==> config.mk <==
export PLATFORM = sky130hd
export DESIGN_NAME = alu_seq8
export DESIGN_NICKNAME = d
export VERILOG_FILES = /design/src/rtl/alu_seq8.sv
export SDC_FILE = /design/constraint.sdc
export NUM_CORES = 1
export LEC_CHECK = 0
export BUFFER_PORTS_ARGS = -buffer_cell sky130_fd_sc_hd__buf_2
export CAP_MARGIN = 20
export CORE_ASPECT_RATIO = 1.2
export CORE_MARGIN = 2
export CORE_UTILIZATION = 43
export CTS_CLUSTER_DIAMETER = 120
export DETAILED_ROUTE_END_ITERATION = 6
export HOLD_SLACK_MARGIN = 0.05
export PLACE_DENSITY_LB_ADDON = 0.25
export SLEW_MARGIN = 20
export SYNTH_ARGS = -nofsm -noshare
export SYNTH_HDL_FRONTEND = slang
export SYNTH_SLANG_ARGS = --single-unit
==> constraint.sdc <==
create_clock -name clk -period 3.7 [get_ports clk]
set_clock_uncertainty 0.05 [all_clocks]
set_input_delay 0.925 -clock clk [delete_from_list [all_inputs] [get_ports clk]]
set_output_delay 0.925 -clock clk [all_outputs]
set_load 0.1 [all_outputs]
==> src/rtl/alu_seq8.sv <==
// Time-shares a 4-bit ALU between two clients to run 8-bit ADD/SUB/AND/OR in 2-3 nibble passes.
// Latency gnt->done is 3 cycles, or 4 with a carry-fix pass. Requests wait while busy; there is no other backpressure.
// Define ALU_SEQ8_RR_EN for round-robin arbitration. The default is fixed priority, with client 0 winning.
module alu_seq8 (
   input  logic       clk,
   input  logic       reset,
   input  logic       req0,
   input  logic       req1,
   input  logic [1:0] op0,
   input  logic [1:0] op1,
   input  logic [7:0] a0,
   input  logic [7:0] b0,
   input  logic [7:0] a1,
   input  logic [7:0] b1,
   output logic       gnt0,
   output logic       gnt1,
   output logic       done0,
   output logic       done1,
   output logic [7:0] res,
   output logic       res_zero,
   output logic       res_carry,
   output logic       res_sign,
   output logic       busy,
   output logic [3:0] alu_a,
   output logic [3:0] alu_b,
   output logic       alu_l,
   output logic [1:0] alu_op,
   input  logic [3:0] alu_r,
   input  logic       alu_carry
);

   localparam logic [2:0] S_IDLE = 3'd0;
   localparam logic [2:0] S_LO   = 3'd1;
   localparam logic [2:0] S_HI   = 3'd2;
   localparam logic [2:0] S_FIX  = 3'd3;
   localparam logic [2:0] S_DONE = 3'd4;

   localparam logic [2:0] ENC_ADD = 3'b000;
   localparam logic [2:0] ENC_SUB = 3'b001;
   localparam logic [2:0] ENC_AND = 3'b100;
   localparam logic [2:0] ENC_OR  = 3'b101;

   localparam logic [1:0] OP_ADD = 2'b00;
   localparam logic [1:0] OP_SUB = 2'b01;

   logic [2:0] state;
   logic [1:0] op_q;
   logic [3:0] a_hi;
   logic [3:0] b_hi;
   logic [3:0] r_lo;
   logic       c_lo;
   logic       c_hi;
   logic       owner;
   logic       pick1;
   logic       need_fix;
   logic [1:0] sel_op;
   logic [7:0] sel_a;
   logic [7:0] sel_b;
   logic [7:0] res_hi_pass;
   logic [7:0] res_fix_pass;

   function automatic logic [2:0] enc_of(input logic [1:0] op);
      case (op)
         2'b00:   enc_of = ENC_ADD;
         2'b01:   enc_of = ENC_SUB;
         2'b10:   enc_of = ENC_AND;
         default: enc_of = ENC_OR;
      endcase
   endfunction

`ifdef ALU_SEQ8_RR_EN
   logic last_served;

   // On a tie the client not served last wins; the reset value of 1 lets client 0 win first.
   assign pick1 = req1 & (~req0 | ~last_served);

   always_ff @(posedge clk or posedge reset) begin
      if (reset)
         last_served <= 1'b1;
      else if (state == S_IDLE && (req0 || req1))
         last_served <= pick1;
   end
`else
   assign pick1 = req1 & ~req0;
`endif

   assign sel_op = pick1 ? op1 : op0;
   assign sel_a  = pick1 ? a1 : a0;
   assign sel_b  = pick1 ? b1 : b0;

   assign gnt0  = (state == S_IDLE) & ~reset & req0 & ~pick1;
   assign gnt1  = (state == S_IDLE) & ~reset & pick1;
   assign done0 = (state == S_DONE) & ~owner;
   assign done1 = (state == S_DONE) & owner;
   assign busy  = (state != S_IDLE);

   // The high pass runs without carry-in, so a low-nibble carry (ADD) or borrow (SUB) is applied in FIX.
   assign need_fix     = ((op_q == OP_ADD) & c_lo) | ((op_q == OP_SUB) & ~c_lo);
   assign res_hi_pass  = {alu_r, r_lo};
   assign res_fix_pass = {alu_r, r_lo};

   always_ff @(posedge clk or posedge reset) begin
      if (reset) begin
         state     <= S_IDLE;
         op_q      <= 2'b00;
         a_hi      <= 4'h0;
         b_hi      <= 4'h0;
         r_lo      <= 4'h0;
         c_lo      <= 1'b0;
         c_hi      <= 1'b0;
         owner     <= 1'b0;
         res       <= 8'h00;
         res_zero  <= 1'b0;
         res_carry <= 1'b0;
         res_sign  <= 1'b0;
         alu_a     <= 4'h0;
         alu_b     <= 4'h0;
         alu_l     <= 1'b0;
         alu_op    <= 2'b00;
      end else begin
         case (state)
            S_IDLE: begin
               if (req0 || req1) begin
                  owner                <= pick1;
                  op_q                 <= sel_op;
                  a_hi                 <= sel_a[7:4];
                  b_hi                 <= sel_b[7:4];
                  alu_a                <= sel_a[3:0];
                  alu_b                <= sel_b[3:0];
                  {alu_l, alu_op}      <= enc_of(sel_op);
                  state                <= S_LO;
               end
            end
            S_LO: begin
               r_lo  <= alu_r;
               c_lo  <= alu_carry;
               alu_a <= a_hi;
               alu_b <= b_hi;
               state <= S_HI;
            end
            S_HI: begin
               c_hi <= alu_carry;
               if (need_fix) begin
                  alu_a           <= alu_r;
                  alu_b           <= (op_q == OP_ADD) ? 4'h1 : 4'hF;
                  {alu_l, alu_op} <= ENC_ADD;
                  state           <= S_FIX;
               end else begin
                  res             <= res_hi_pass;
                  res_zero        <= (res_hi_pass == 8'h00);
                  res_sign        <= res_hi_pass[7];
                  res_carry       <= op_q[1] ? 1'b0 : alu_carry;
                  alu_a           <= 4'h0;
                  alu_b           <= 4'h0;
                  {alu_l, alu_op} <= 3'b000;
                  state           <= S_DONE;
               end
            end
            S_FIX: begin
               res             <= res_fix_pass;
               res_zero        <= (res_fix_pass == 8'h00);
               res_sign        <= res_fix_pass[7];
               res_carry       <= (op_q == OP_ADD) ? (c_hi | alu_carry) : (c_hi & alu_carry);
               alu_a           <= 4'h0;
               alu_b           <= 4'h0;
               {alu_l, alu_op} <= 3'b000;
               state           <= S_DONE;
            end
            default: state <= S_IDLE;
         endcase
      end
   end

endmodule
==> Yosys cells after proc, flatten, opt, wreduce, memory -nomap -nowiden <==
Cells that the tools add are included.
{ "classes": {"eq_ne": 9, "n_reduce_logical": 14, "bitwise": 17, "mux": 28} }
{ "op_table": {"columns": ["operator", "count"], "rows": [
  ["case mux 4 bit (4 select lines)", 2],
  ["two-way mux 8 bit", 3],
  ["two-way mux 4 bit", 5],
  ["case mux 8 bit (2 select lines)", 1],
  ["case mux 3 bit (4 select lines)", 1],
  ["AND 1 bit", 10],
  ["case mux 3 bit (3 select lines)", 1],
  ["logical NOT 8 bit", 1],
  ["case mux 1 bit (2 select lines)", 4],
  ["AND reduction 2 bit", 4],
  ["equality test 3 x 2 -> 1 bit, second input constant", 2],
  ["two-way mux 1 bit", 6],
  ["two-way mux 3 bit", 2],
  ["NOT 1 bit", 5],
  ["equality test 2 x 1 -> 1 bit, second input constant", 2],
  ["logical NOT 2 bit", 2],
  ["two-way mux 2 bit", 2],
  ["case mux 2 bit (2 select lines)", 1],
  ["nonzero test 2 bit", 2],
  ["nonzero test 4 bit", 1],
  ["equality test 3 x 1 -> 1 bit, second input constant", 1],
  ["equality test 3 bit, second input constant", 1],
  ["logical NOT 3 bit", 1],
  ["nonzero test 3 bit", 1],
  ["other kinds (6)", 7]
]} }
{ "totals": {"input_bits": 45, "output_inout_bits": 27, "reg_bits": 42, "word_cells": 84} }

==> Logic depth before layout (Yosys ltp) <==
Gate-level depths: netlist (run 1).
{ "depth": {"depth_word": 7, "ltp_mapped": 6, "mapped_depth_nobuf": 4} }

==> Worst setup path before layout (run 1) <==
No wires, ideal clock.
{ "synth_timing": {"kind": "reg2out", "start": "reg state[1]", "end": "out gnt1", "t_arrival_ns": 3.732, "required_time_ns": 2.725, "slack_ns": -1.007, "path_stages_with_launch": 6, "path_buffers": 2, "cell_sequence": "dfrtp_1 -> buf_6 -> nor3_2 -> inv_1 -> clkbuf_1 -> nor3_1"} }
{ "synth_between": {"elab_chain_len": 3} }
{ "synth_lines": {"columns": ["item", "line_no", "text"], "rows": [
  ["start: declaration", "46", "logic [2:0] state;"],
  ["start signal: assignment", "104", "state <= S_IDLE;"],
  ["start signal: assignment", "131", "state <= S_LO;"],
  ["start signal: assignment", "139", "state <= S_HI;"],
  ["logical NOT 3 bit", "92", "assign gnt1 = (state == S_IDLE) & ~reset & pick1;"],
  ["AND 1 bit (2 in series)", "92", null],
  ["end: declaration", "16", "output logic gnt1,"]
]} }
Every way passes these cells.

==> Worst setup path in the final report (run 1) <==
{ "layout_timing": {"start": "reg state[2]", "end": "out gnt1"} }
The elaborated chain is that of the path after synthesis.

==> results of run 1 <==
routing by layer:
layer  vias to the layer above  track usage (%)
met2                        63             29.4
met4                         0             4.29
met5                         -                0
met1                       774             25.5
met3                         4             4.34
li1                        824                -
final timing paths:
path                       endpoint  startpoint  slack (ns)
max                            gnt1    state[2]        0.59
min                          res[1]      res[1]        0.46
max reg2reg                 op_q[0]    state[2]        1.55
min reg2reg                  res[1]      res[1]        0.46
max in group asynchronous   r_lo[1]       reset        2.50
min in group asynchronous  state[2]       reset        0.74
cell type report:
| type | instances | area, um2 | share of cell area (%) |
|---|---|---|---|
| Sequential cell | 40 | 1000 | 38.5 |
| Timing Repair Buffer | 74 | 395 | 15.2 |
| Multi-Input combinational cell | 121 | 946 | 36.4 |
| Tap cell | 58 | 72.6 | 2.79 |
| Clock inverter | 3 | 46.3 | 1.78 |
| Inverter | 18 | 67.6 | 2.60 |
| Clock buffer | 5 | 68.8 | 2.65 |
cell usage after synthesis (all sizes together), types with 2 or more instances:
cell type | instances | area share [%]
nand2b | 5 | 1.5
a2111oi | 5 | 2.1
and3 | 2 | 0.60
a222oi | 5 | 2.4
clkbuf | 6 | 1.1
nand2 | 8 | 1.4
buf | 7 | 2.8
nor3 | 2 | 0.72
nor4 | 2 | 0.60
nand3 | 4 | 0.96
or2b | 2 | 0.72
inv | 17 | 3.1
and3b | 5 | 2.1
o21ai | 18 | 4.3
mux2 | 14 | 9.0
a21oi | 11 | 2.8
a221oi | 3 | 1.3
a211oi | 2 | 0.72
dfrtp | 40 | 48
mux2i | 14 | 6.7
nor2 | 8 | 1.4
per-stage QoR:
step	hold slack, ns	area, um2	instances	util [%]	worst slack, ns
after floorplan	0.415	2100	192	-	0.0137
after global placement	0.434	2480	311	53.6	0.837
after detailed placement	0.443	2480	311	53.6	0.819
after CTS	0.463	2600	319	56.1	0.589
after global routing	0.484	2600	319	56.1	0.408
final	0.463	2600	319	56.1	0.592
registers in the layout, indices dropped and copies added, names as in the netlist:
name and flops:
alu_a 4, c_hi 1, alu_l 1, alu_op 1, res 8, op_q 2
c_lo 1, res_zero 1, alu_b 4, res_carry 1, a_hi 4, owner 1
r_lo 4, b_hi 4, state 3
placed cells by master, fill, tap and decap left out, drive strengths merged:
cell,count
a21oi,11
or2b,2
and3b,5
nor3,2
clkbuf,5
and3,2
a311oi,1
a211oi,2
nand3,4
a222oi,5
nand2b,5
a32o,1
dfrtp,40
o21ai,18
nor2,8
nor2b,1
mux2,14
a221oi,3
nor4,2
o21bai,1
nor4b,1
bufinv,1
a21o,1
clkinvlp,1
a2111oi,5
clkinv,1
conb,1
nor3b,1
and4b,1
mux2i,14
nand2,8
buf,74
xor2,1
inv,18
nand4b,1
logic make-up (layout without fill, tap and decap cells):
| logic type | Yosys count | count (layout) | share of synthesized area, % |
|---|---|---|---|
| AO/OA/AOI/OAI | 48 | 48 | 15.2 |
| XOR/XNOR | 1 | 1 | 0.781 |
| buffers and inverters | 31 | 100 | 7.14 |
| flip-flops | 40 | 40 | 48.0 |
| multiplexers | 28 | 28 | 15.7 |
| other | 1 | 1 | 0.180 |
| AND/OR/NAND/NOR | 43 | 43 | 12.9 |
critical path: stages (launching register included):
cell	delay, ns
sky130_fd_sc_hd__dfrtp_1	0.58
sky130_fd_sc_hd__nor3_2	0.31
sky130_fd_sc_hd__inv_1	0.29
sky130_fd_sc_hd__nor3_4	0.21
sky130_fd_sc_hd__buf_2	0.44
==> summary.md, run 1 <==
| Metric | Value |
|---|---|
| Unrepaired setup endpoints after global routing | `no` |
| Hpwl dp | `3400 um` |
| Number of cells traversed by the worst register-to-register path | `4` |
| Wirelength per Cell | `14.2 um` |
| Post-layout nets | `305` |
| Post-Syn Nets | `237` |
| TritonCTS buffer count | `5` |
| Distinct cell type count after synthesis | `38` |
| Topmost layer with routed signal wires | `met4` |
| Clock Tree Root | `sky130_fd_sc_hd__clkbuf_8` |
| Residual DRC count | `0` |
| Clock Pin Slew Worst Setup and Hold Paths | `0.09 ns` |
| Detail Route met2 WL | `2200 um` |
| Post-synth EDFFs | `0` |
| Number of placement rows | `27` |
| WHS Path Cells | `1` |
| CP Capture Type | `output port` |
| Starting density of the core | `45.0%` |
| Count of fill cells added during filler insertion | `409` |
| Number of gates given a new drive strength after cts | `0` |
| Routed length on met1 | `2020 um` |
| Launching element type of the critical path | `register` |
| Die Area | `5420 um2` |
| Sequential cell area fraction in the yosys report | `48.0%` |
| Worst relative slew slack | `44.5%` |
| Highest achievable clock rate | `322 MHz` |
| Total via count in the routed design | `1665` |
| H-tree Lvls | `2` |
| Via-per-instance ratio | `5.22` |
| CTS tree | `done` |
| Asr flop ratio synth | `100%` |
| Number of maximum-capacitance violations | `0` |
| Wire length of the first global-routing pass | `7710 um` |
| Post-layout min period | `3.11 ns` |
| Worst Tran Pin Value | `0.833 ns` |
| Longest Clk Path Bufs | `2` |
| Status | `completed` |
| Post-Route Setup TNS | `0 ns` |
| Cell area after synthesis | `2080 um2` |
| Antenna violations before repair | `0` |
| Hold bufs inserted after CTS | `0` |
| Synth Area per Inst | `10.9 um2` |
| Cell count after synthesis | `192` |
| Period utilisation layout | `84.0%` |
| Sum of overflow across all layers after global routing | `0` |
| Count of pins on the block boundary | `72` |
| Critical Path Fanout Max | `16` |
| Routed Wire Length | `4540 um` |
| CP required | `2.72 ns` |
| Core area | `4630 um2` |
| Floorplan die width | `67.6 um` |
| GRT Total Usage | `18.6%` |
| Number of max-slew violations in the final report | `0` |
| Post-CTS setup buffer count | `0` |
| Largest net degree at the start of global routing | `41` |
| Final GP Congestion | `0.828` |
| Met3 WL | `283 um` |
| Routed Antenna Nets | `0` |
| Port bufs | `70` |
| Initial DRT Pass Iterations | `4` |
| Final number of setup-violating endpoints | `0` |
| Height of the chip | `80.3 um` |
| Antenna diode instance count | `0` |
| Layout-stage area growth over the synthesis result | `24.6%` |
| Count of routing violations after the opening detailed-route iteration | `65` |
| Final count of hold timing violations | `0` |
| Vias in the first global route | `1661` |
| Count of state elements after synthesis | `40` |
| Category of the most critical setup path | `register to output port` |
| Most used DFF post-synth | `sky130_fd_sc_hd__dfrtp_1` |
| CTS Sinks | `40` |
| Yosys warning count | `0` |
| Worst skew pair latency | `0.30 ns` |
| WP data arrival | `2.13 ns` |
| Share of final-layout standard cells stronger than drive strength 1 | `39.1%` |
| Hold/Removal Path Class | `register to register` |
Power of run 1 is left out: the tool's default activity adds up to more than one toggle a clock period on the data nets, which glitch-free logic cannot reach.
==> run 2: changes to the inputs <==
ABC_AREA = 1   (was not set)
clock period = 2.55 ns   (was 3.7 ns; I/O delays follow)
==> run 2 against run 1 <==
Hold slack got worse by 0.042 ns. Sequential cell count unchanged. Count of clock-buffer cells in the layout grew 1. Synthesized cell count grew 60%. Final area increased by 2.7%. Die area up 3.8%. Via count increased by 20%. Wire length increased by 6.7%. Non-clock buffer count fell by 2. Sequential share of layout area decreased by 1.0 points. Highest routed layer unchanged.
==> summary.md, run 2 <==
| Metric | Value |
|---|---|
| Most used DFF post-synth | `sky130_fd_sc_hd__dfrtp_1` |
| Clock Tree Root | `sky130_fd_sc_hd__clkbuf_8` |
| WP data arrival | `1.61 ns (-0.52 ns)` |
| Top post-synthesis cells by count | `sky130_fd_sc_hd__nand2_1, sky130_fd_sc_hd__dfrtp_1, sky130_fd_sc_hd__inv_1` |
| Via-per-instance ratio | `4.58 (-12%)` |
| Post-layout nets | `422 (+38%)` |
| Hold bufs inserted after CTS | `0 (unchanged)` |
| Wirelength per Cell | `11.1 um (-22%)` |
| Hold/Removal Path Class | `register to register` |
| Residual DRC count | `0 (unchanged)` |
| CTS Sinks | `40 (unchanged)` |
| Category of the most critical setup path | `register to output port` |
| Asr flop ratio synth | `100% (unchanged)` |
| Cell area after synthesis | `2170 um2 (+4.0%)` |
| Routed Wire Length | `4840 um (+6.7%)` |
| Hpwl dp | `3640 um (+7.1%)` |
| Longest Clk Path Bufs | `2 (unchanged)` |
| Largest reg by FF count | `res` |
| Number of cells traversed by the worst register-to-register path | `5 (+1)` |
| Number of maximum-capacitance violations | `0 (unchanged)` |
| Status | `completed` |
| Total via count in the routed design | `2006 (+20%)` |
| Final number of setup-violating endpoints | `0 (unchanged)` |
| Cell count after synthesis | `307 (+60%)` |
| Sum of overflow across all layers after global routing | `0 (unchanged)` |
| Cell taking the most area after synthesis | `sky130_fd_sc_hd__dfrtp_1` |
| H-tree Lvls | `2 (unchanged)` |
| Floorplan die width | `68.8 um (+1.9%)` |
| Master of the slowest instance on the critical path | `sky130_fd_sc_hd__dfrtp_1` |
| Startpoint of the tightest hold check path | `r_lo[2]` |
| Antenna diode instance count | `0 (unchanged)` |
| Cell chain of the critical path | `nor2_4, nand2_4, nor3_2, buf_2` |
| WHS Path Cells | `2 (+1)` |
| Vias in the first global route | `1912 (+15%)` |
| Launching element type of the critical path | `register` |
| Final count of hold timing violations | `0 (unchanged)` |
| Area share of the leading cell type in the synthesized netlist | `46.2% (-1.9 points)` |
| Worst Tran Pin Value | `0.570 ns (-0.262 ns)` |
| Register-to-register setup slack | `0.97 ns (-0.58 ns)` |
| Stages on the worst setup path | `4 (unchanged)` |
| Layout-stage area growth over the synthesis result | `23.1%` |
| Starting density of the core | `44.2% (-0.83 points)` |
| Origin of the critical flop-to-flop path | `state[2]` |
| Count of routing violations after the opening detailed-route iteration | `129 (+98%)` |
| Yosys warning count | `0 (unchanged)` |
| Die Area | `5630 um2 (+3.8%)` |
| Final GP Congestion | `0.806 (-2.8%)` |
| Wire length of the first global-routing pass | `8170 um (+5.9%)` |
| Number of buffers and inverters on the critical path | `1 (-1)` |
| Sequential cell area fraction in the yosys report | `46.2% (-1.9 points)` |
| Cells taking the most area after synthesis | `sky130_fd_sc_hd__dfrtp_1, sky130_fd_sc_hd__nand2_1, sky130_fd_sc_hd__inv_1` |
| Port bufs | `70 (unchanged)` |
| Period utilisation layout | `90.1%` |
| Flip-flop count of the largest register, all copies and words added | `8 (unchanged)` |
| Hold Path End | `res[2]` |
| Critical Path Fanout Max | `6 (-10)` |
| TritonCTS buffer count | `5 (unchanged)` |
| Delay of the slowest cell on the worst path | `0.47 ns (-0.11 ns)` |
| Kind of cell adding the most delay to the critical path | `flip-flops` |
| Highest achievable clock rate | `435 MHz` |
| Post-layout min period | `2.30 ns` |
| Count of pins on the block boundary | `72 (unchanged)` |
| Count of state elements after synthesis | `40 (unchanged)` |
| Post-Syn Nets | `352 (+49%)` |
| Number of max-slew violations in the final report | `0 (unchanged)` |
| Initial DRT Pass Iterations | `4 (unchanged)` |
| Largest net degree at the start of global routing | `41 (unchanged)` |
| CP required | `1.86 ns (-0.86 ns)` |
| Share of final-layout standard cells stronger than drive strength 1 | `25.9% (-13 points)` |
| Worst relative slew slack | `61.9% (+17 points)` |
| GRT Total Usage | `19.4% (+0.82 points)` |
| CP Capture Type | `output port` |
| Number of placement rows | `28 (+3.7%)` |
| Clock Pin Slew Worst Setup and Hold Paths | `0.07 ns (-0.02 ns)` |
| Commonest non-fill, non-tap cell in the layout | `sky130_fd_sc_hd__nand2_1` |
| Count leader, synth | `sky130_fd_sc_hd__nand2_1` |
| Routed Antenna Nets | `0 (unchanged)` |
| Number of gates given a new drive strength after cts | `0 (unchanged)` |
| Utilization after layout | `54.4% (-1.7 points)` |
| CTS tree | `done` |
| Distinct cell type count after synthesis | `23 (-39%)` |
| Post-synth EDFFs | `0 (unchanged)` |
| Height of the chip | `81.8 um (+1.9%)` |
| Worst skew pair latency | `0.29 ns (about the same)` |
| Post-CTS setup buffer count | `0 (unchanged)` |
| Antenna violations before repair | `0 (unchanged)` |
| Count of fill cells added during filler insertion | `504 (+23%)` |
| Synth Area per Inst | `7.06 um2 (-35%)` |
| Core area | `4900 um2 (+6.0%)` |
| Top library cells by usage in the layout, fill and taps aside | `sky130_fd_sc_hd__nand2_1, sky130_fd_sc_hd__buf_2, sky130_fd_sc_hd__dfrtp_1` |
| Unrepaired setup endpoints after global routing | `no` |
| RR Endpoint | `alu_a[3]` |
[run 2: cell types whose count changed in the layout (fill, tap and decap cells not counted), sizes merged, moves of 3 or more]
cell,before,now
nor2,8,32
nand2,8,131
mux2,14,0
nand3,4,20
nand2b,5,0
a221oi,3,0
a222oi,5,0
inv,18,42
mux2i,14,0
and3b,5,0
a2111oi,5,0
a21oi,11,7
[run 2: logic make-up (layout without fill, tap and decap cells)]
family / after synthesis / after routing / synth area share, %
AOI/OAI and AO/OA: 27 / 27 / 6.40
buffers and inverters: 51 / 122 / 10.2
DFF: 40 / 40 / 46.2
other: 1 / 1 / 0.173
and+or+nand+nor: 188 / 188 / 37.1
[run 2: final cells by class]
| cell class | instances | area (um2) | share of cell area [%] |
|---|---|---|---|
| inverter | 42 | 158 | 5.91 |
| clock inverter | 2 | 10.0 | 0.375 |
| clock buffer | 6 | 82.6 | 3.09 |
| multi-input combinational | 216 | 962 | 36.1 |
| tap | 60 | 75.1 | 2.81 |
| sequential | 40 | 1000 | 37.5 |
| timing repair buffer | 72 | 380 | 14.3 |
[run 2: routing by layer]
layer	up-vias	share of wire, %	track usage (%)
li1	1066	-	-
met1	882	46	24.8
met2	54	48	31.6
met5	-	0	0
met3	4	5.6	4.66
met4	0	1.3	7.06
[run 2: metrics by stage]
stage	setup TNS, ns	cell area [um2]	cells	worst slack (ns)	hold WS (ns)
after CTS	0	2670	438	0.235	0.423
after global routing	0	2670	438	0.155	0.451
after global placement	0	2580	430	0.445	0.405
final	0	2670	438	0.252	0.421
after floorplan	-0.556	2180	307	-0.326	0.392
after detailed placement	0	2580	430	0.441	0.405
[run 2: worst max-delay path by stage]
stage,to,slack (ns),startpoint
global placement,gnt0,0.45,req0
finish,gnt0,0.25,state[0]
floorplan,gnt1,-0.33,req0
detailed placement,gnt0,0.44,req0
CTS,gnt0,0.23,state[0]
global route,done0,0.15,state[0]
[run 2: worst reg2reg max path, delay by kind of cell, from the launching register on]
family | cells | cell delay, ns
buf+inv | 1 | 0.16
simple gates | 3 | 0.72
flops | 1 | 0.44
compound gates | 1 | 0.14
Power of run 2 is left out for the same reason.
